File: src/rtl/mac_dot.sv
// Signed fixed-point dot-product MAC: LEN products accumulated at full precision, rescaled to DATA_W (MAC_SAT_EN: saturate, else wrap).
// Latency: result registered one edge after the last product leaves the multiplier stage; one pair per cycle, no bubbles.
// Backpressure: none; enable is a pure valid, gaps hold the partial sum, clear flushes it.
module mac_dot #(
    parameter int DATA_W = 8,
    parameter int FRAC_W = 7,
    parameter int LEN    = 4,
    localparam int ACC_W = 2*DATA_W + $clog2(LEN),
    localparam int CNT_W = (LEN > 1) ? $clog2(LEN) : 1
) (
    input  logic                     clk,
    input  logic                     reset,
    input  logic                     enable,
    input  logic                     clear,
    input  logic signed [DATA_W-1:0] a,
    input  logic signed [DATA_W-1:0] b,
    output logic signed [DATA_W-1:0] out,
    output logic                     out_valid,
    output logic [CNT_W-1:0]         cnt
);

    localparam logic [CNT_W-1:0] LAST = CNT_W'(LEN - 1);

    logic signed [2*DATA_W-1:0] p_q, p_d;
    logic                       pv_q, pv_d;
    logic signed [ACC_W-1:0]    acc_q, acc_d;
    logic [CNT_W-1:0]           cnt_q, cnt_d;
    logic signed [DATA_W-1:0]   out_q, out_d;
    logic                       ov_q, ov_d;

    logic signed [ACC_W-1:0]    sum;
    logic signed [DATA_W-1:0]   fmt;

    assign sum = acc_q + ACC_W'(p_q);

`ifdef MAC_SAT_EN
    localparam logic signed [ACC_W-1:0] SAT_MAX = {{(ACC_W-DATA_W+1){1'b0}}, {(DATA_W-1){1'b1}}};
    localparam logic signed [ACC_W-1:0] SAT_MIN = {{(ACC_W-DATA_W+1){1'b1}}, {(DATA_W-1){1'b0}}};
    logic signed [ACC_W-1:0] shr;

    assign shr = sum >>> FRAC_W;
    assign fmt = (shr > SAT_MAX) ? {1'b0, {(DATA_W-1){1'b1}}} :
                 (shr < SAT_MIN) ? {1'b1, {(DATA_W-1){1'b0}}} :
                                   shr[DATA_W-1:0];
`else
    assign fmt = DATA_W'(sum >>> FRAC_W);
`endif

    always_comb begin
        p_d   = p_q;
        pv_d  = 1'b0;
        acc_d = acc_q;
        cnt_d = cnt_q;
        out_d = out_q;
        ov_d  = 1'b0;

        if (enable) begin
            p_d  = (2*DATA_W)'(a) * (2*DATA_W)'(b);
            pv_d = 1'b1;
        end

        if (pv_q) begin
            if (cnt_q == LAST) begin
                out_d = fmt;
                ov_d  = 1'b1;
                acc_d = '0;
                cnt_d = '0;
            end else begin
                acc_d = sum;
                cnt_d = cnt_q + CNT_W'(1);
            end
        end

        // clear also kills a completion landing on this same edge
        if (clear) begin
            pv_d  = 1'b0;
            acc_d = '0;
            cnt_d = '0;
            ov_d  = 1'b0;
            out_d = out_q;
        end
    end

    always_ff @(posedge clk or negedge reset) begin
        if (!reset) begin
            p_q   <= '0;
            pv_q  <= 1'b0;
            acc_q <= '0;
            cnt_q <= '0;
            out_q <= '0;
            ov_q  <= 1'b0;
        end else begin
            p_q   <= p_d;
            pv_q  <= pv_d;
            acc_q <= acc_d;
            cnt_q <= cnt_d;
            out_q <= out_d;
            ov_q  <= ov_d;
        end
    end

    assign out       = out_q;
    assign out_valid = ov_q;
    assign cnt       = cnt_q;

endmodule

File: config.mk
export PLATFORM = sky130hd
export DESIGN_NAME = mac_dot
export DESIGN_NICKNAME = d
export VERILOG_FILES = /design/src/rtl/mac_dot.sv
export SDC_FILE = /design/constraint.sdc
export NUM_CORES = 1
export LEC_CHECK = 0
export ABC_AREA = 1
export BUFFER_PORTS_ARGS = -buffer_cell sky130_fd_sc_hd__buf_4
export CORE_MARGIN = 2
export CORE_UTILIZATION = 30
export CTS_CLUSTER_SIZE = 24
export DETAILED_ROUTE_END_ITERATION = 6
export GPL_ROUTABILITY_DRIVEN = 0
export SETUP_SLACK_MARGIN = 0.05
export SKIP_CTS_REPAIR_TIMING = 1
export SLEW_MARGIN = 20
export SYNTH_ARGS = -nofsm -noshare
export SYNTH_HDL_FRONTEND = slang
export SYNTH_SLANG_ARGS = --single-unit
File: constraint.sdc
create_clock -name clk -period 3.05 [get_ports clk]
set_clock_uncertainty 0.1 [all_clocks]
set_input_delay 0 -clock clk [delete_from_list [all_inputs] [get_ports clk]]
set_output_delay 0 -clock clk [all_outputs]
set_load 0.005 [all_outputs]
Word level (Yosys, flattened, before mapping)
Cells that the tools add are included.
- add/sub/neg operators: 2
- $mul: 1
- eq/ne operators: 1
- muxes and demuxes: 11
- bitwise gates (word level): 1
- reduce and logical (&&, ||, !) cells: 2
- operators with widths (operator ; number):
    $mux W18 ; 3
    $add A18 B16 Y18 ; 1
    $mul A8 B8 Y16 ; 1
    $mux W2 ; 3
    $mux W1 ; 5
    $reduce_and A3 Y1 ; 1
    $add A2 B1 Y2 const B ; 1
    $eq A2 B2 Y1 const B ; 1
    $reduce_bool A2 Y1 ; 1
    $not A1 Y1 ; 1
- logic and storage cells: 24
- flip-flop bits (word level): 46
- output and inout bits: 11
- input port bits: 20

Depth between registers and ports, before layout
- word-level depth: 4
- gate-level depth with buffers: 23
- mapped depth without buffers: 22

Least setup slack after synthesis
No wires, ideal clock.
- path kind: input -> register
- start point: in a[0]
- end point: reg p_q[14]
- arrival time: 3675 ps
- buffers on the path: 1
- required time: 2832 ps
- slack: -843 ps
- library setup time: 118 ps
- stages: 20
- path through: clkbuf_1 -> or2_2 -> fa_1 -> fa_1 -> inv_1 -> fa_1 -> inv_1 -> fa_1 -> inv_1 -> ha_1 -> nand2_1 -> nand2_1 -> nand2_1 -> nand2_1 -> nand2_1 -> nand3_1 -> nor2_1 -> nand3_1 -> nand3_1 -> nand2_1
- word-level cells in the longest chain between the ends: 1
- RTL lines (item ; line ; text):
    start: declaration ; 15 ; input logic signed [DATA_W-1:0] a,
    $mul A8 B8 Y16 ; 58 ; p_d = (2*DATA_W)'(a) * (2*DATA_W)'(b);
    end signal: assignment ; 93 ; p_q <= p_d;
    end: declaration ; 24 ; logic signed [2*DATA_W-1:0] p_q, p_d;
Every way passes these cells.
A chain may end at the register's enable or synchronous reset.

Worst setup path after layout
- start point: in b[7]
- end point: reg p_q[9]
- word-level cells in the longest chain between the ends: 1
- RTL lines (item ; line ; text):
    start: declaration ; 16 ; input logic signed [DATA_W-1:0] b,
    $mul A8 B8 Y16 ; 58 ;
Every way passes these cells.

==> summary.md <==
| Metric | Value |
|---|---|
| Post-Synth Adder-Cell Area | `32.7%` |
| Root buf cell | `clkbuf_16` |
| Global-route usage over all layers | `13.5%` |
| Maxcap violations | `0` |
| Required time worst endpoint | `3.16 ns` |
| DIE WIDTH | `131 µm` |
| Final HPWL DP | `8910 µm` |
| Post-synth top area share | `21.9%` |
| Synth cell types | `31` |
| DRT Pass-1 Iters | `4` |
| Highest Signal Layer | `met4` |
| Simple-gate share of the synthesized area | `24.9%` |
| Util after Layout | `39.9%` |
| Syn nets | `776` |
| Final setup vio count | `8` |
| Max Clk Rate | `0.289 GHz` |
| Xor and xnor area share after synthesis | `1.08%` |
| Finished Layout Cells | `955` |
| N_diodes | `0` |
| Setup TNS | `-2.34 ns` |
| Crit. End Element | `register` |
| Count leader, synth | `nand2_1` |
| Post-synthesis compound-gate area fraction | `6.34%` |
| Drt drc | `0` |
| Routed Antenna Nets | `0` |
| Comb pwr share | `72.8%` |
| Vias per inst | `4.41` |
| WL/cell | `11.4 µm` |
| Worst-path clk slew | `0.06 ns` |
| Reg power frac | `15.3%` |
| Core box area | `15800 µm²` |
| Mean Syn Cell Area | `7.34 µm²` |
| Met2 routed WL | `5370 µm` |
| Worst Tran Pin Value | `0.677 ns` |
| Largest family of logic cells by synthesized area | `adder cells` |
| # clock sinks | `42` |
| Die H | `131 µm` |
| Pint | `2810 µW` |
| Post-route setup slack | `-0.413 ns` |
| Total CTS buffers | `5` |
| Mapped cell area | `4850 µm²` |
| Antenna violations before repair | `0` |
| Num ports | `31` |
| Net Sw Frac | `44.5%` |
| P_leak | `0.00352 µW` |
| CTS HTree Levels | `2` |
| Filler instances | `1660` |
| Worst slew margin | `54.7%` |
| Routed WL | `10900 µm` |
| Die area | `17200 µm²` |
| Vias in the first global route | `4334` |
| CTS tree | `built` |
| Status | `finished with violations` |
| CP arrival | `3.57 ns` |
| Switching power | `2250 µW` |
| Fin. Hold Viols | `5` |
| Critical setup path kind | `in -> reg` |
| Syn Inst Count | `661` |
| Asr flop ratio synth | `100%` |
| Clk buf depth | `2` |
| Tmin final | `3.46 ns` |
| Mux share of post-synthesis cell area | `0%` |
| Largest cells by area after synthesis | `fa_1 22%, dfrtp_1 22%, nand2_1 16%` |
| Met1 WL | `5050 µm` |
| Final Hold Slack | `-0.0572 ns` |
| Post-Place Cells | `932` |
| Failing checks | `negative hold slack, negative setup slack` |
| Sequential cell area fraction in the yosys report | `21.7%` |
| CP Max Fanout | `6` |
| Via count | `4212` |
| Routed wl met3 | `254 µm` |
| Fraction of layout cells with a size suffix above 1 | `23.3%` |
| Leading area contributor after synthesis | `fa_1` |
| Power Density | `800 nW/µm²` |
| 1st-iter DRT viols | `168` |
| P&R area growth vs syn | `30.2%` |
| Synth Register Bits | `42` |
| RSZ-0062 raised after global routing | `yes` |
| Startpoint types | `input port` |
| Post-synth top cells | `202 x nand2_1, 149 x inv_1, 53 x fa_1, 42 x dfrtp_1, 42 x ha_1` |
| Count of port buffers added during placement | `30` |
| Starting density of the core | `30.7%` |
| Final worst-path cycle share | `114%` |
| Clock Latency Late Sink | `0.28 ns` |
| Hold Path Class | `in -> reg` |
| Post-layout nets | `853` |
| First-pass GRT wire length | `19700 µm` |
| Top FF cell, synth | `dfrtp_1` |
| Synthesis Warnings | `0` |
| Post-route cell area | `6320 µm²` |
| Overflow after GRT | `0` |
| Max VDD drop | `0.412 mV` |
| Placed Area | `5790 µm²` |
| EDFF count, synth | `0` |
| Final Max Slew Viols | `0` |
| Rows | `46` |
| Clock network power share | `11.9%` |
| Largest net degree at the start of global routing | `43` |
[flip-flops by register name, indices dropped and copies added (netlist names)]
signal / cells
pv_q: 1
acc_q: 15
p_q: 15
out_valid: 1
out: 8
cnt: 2
[cell families (layout without fill, tap and decap cells)]
family,Yosys count,count (layout)
compound gates,55,55
xor+xnor,6,6
fa+ha+maj,95,95
buf+inv,169,247
flops,42,42
simple gates,294,294
[cells in the final DEF (no fill, tap or decap), types with 3 or more instances in the layout]
cell type        n
buf_4           67
dlygate4sd3_1    7
nand2_2          9
fa_2             5
inv_2           18
nand2_4          3
ha_4            11
nand2_1        189
o21ai_1          3
nand3_1         37
o21ai_2          4
nor2_1          23
xnor2_1          3
buf_6           12
inv_1          128
nor2_2           9
o21ai_0         13
a31oi_1          3
nand4_1          4
nand3_2          5
nand3b_1         5
ha_1            29
or2_1            3
or2_4            3
clkbuf_16        5
fa_1            48
a21oi_1         20
dfrtp_1         42
a21oi_2          3
[worst max-delay path, cell delays in order]
cell        delay (ns)
buf_8             0.08
clkinvlp_4        0.11
buf_12            0.16
or2_4             0.24
fa_2              0.41
fa_1              0.50
inv_2             0.04
fa_1              0.47
inv_1             0.05
fa_1              0.48
inv_2             0.04
ha_4              0.28
nand2_1           0.11
o21ai_2           0.20
a21oi_1           0.07
or2_1             0.20
a31oi_1           0.13
[through the flow]
stage | hold WS, ns | worst slack, ns | power [µW]
after detailed placement | -0.0739 | -0.694 | 3950
after floorplan | -0.396 | -0.408 | 2990
after CTS | -0.377 | -0.397 | 4580
after global placement | -0.0821 | -0.672 | 3920
final | -0.0572 | -0.413 | 5060
after global routing | -0.0447 | -0.582 | 5620
[worst paths after layout]
kind / from / endpoint / slack, ns / depth (start not counted)
worst max-delay path: b[7] / p_q[9]$_DFFE_PN0P_ / -0.41 / 17
worst min-delay path: enable / p_q[12]$_DFFE_PN0P_ / -0.06 / 2
worst max register to register: p_q[0]$_DFFE_PN0P_ / out[3]$_DFFE_PN0P_ / 0.94 / 10
worst min register to register: out[2]$_DFFE_PN0P_ / out[2]$_DFFE_PN0P_ / 0.38 / 2
max in group asynchronous: reset / p_q[7]$_DFFE_PN0P_ / 2.35 / 2
min in group asynchronous: reset / acc_q[1]$_DFFE_PN0P_ / 0.14 / 2
[layer usage]
metal / vias up / global-route usage (%)
li1: 2149 / -
met1: 1992 / 17.3
met2: 51 / 24.4
met3: 20 / 1.39
met4: 0 / 3.56
met5: - / 0
[power by group through the flow]
stage	clock, µW	sequential [µW]	combinational [µW]
detailed placement	0	782	3170
CTS	612	775	3190
global placement	0	782	3140
global route	636	790	4190
floorplan	0	747	2240
finish	601	773	3680
[final cells by class]
type	instances	area, µm²	share of cell area [%]
clock inverters	3	40.0	0.634
clock buffers	5	125	1.98
inverters	150	572	9.05
repair buffers	89	763	12.1
well taps	216	270	4.28
multi-input cells	450	3500	55.4
flip-flops and latches	42	1050	16.6
(Power assumes the default switching activity.)
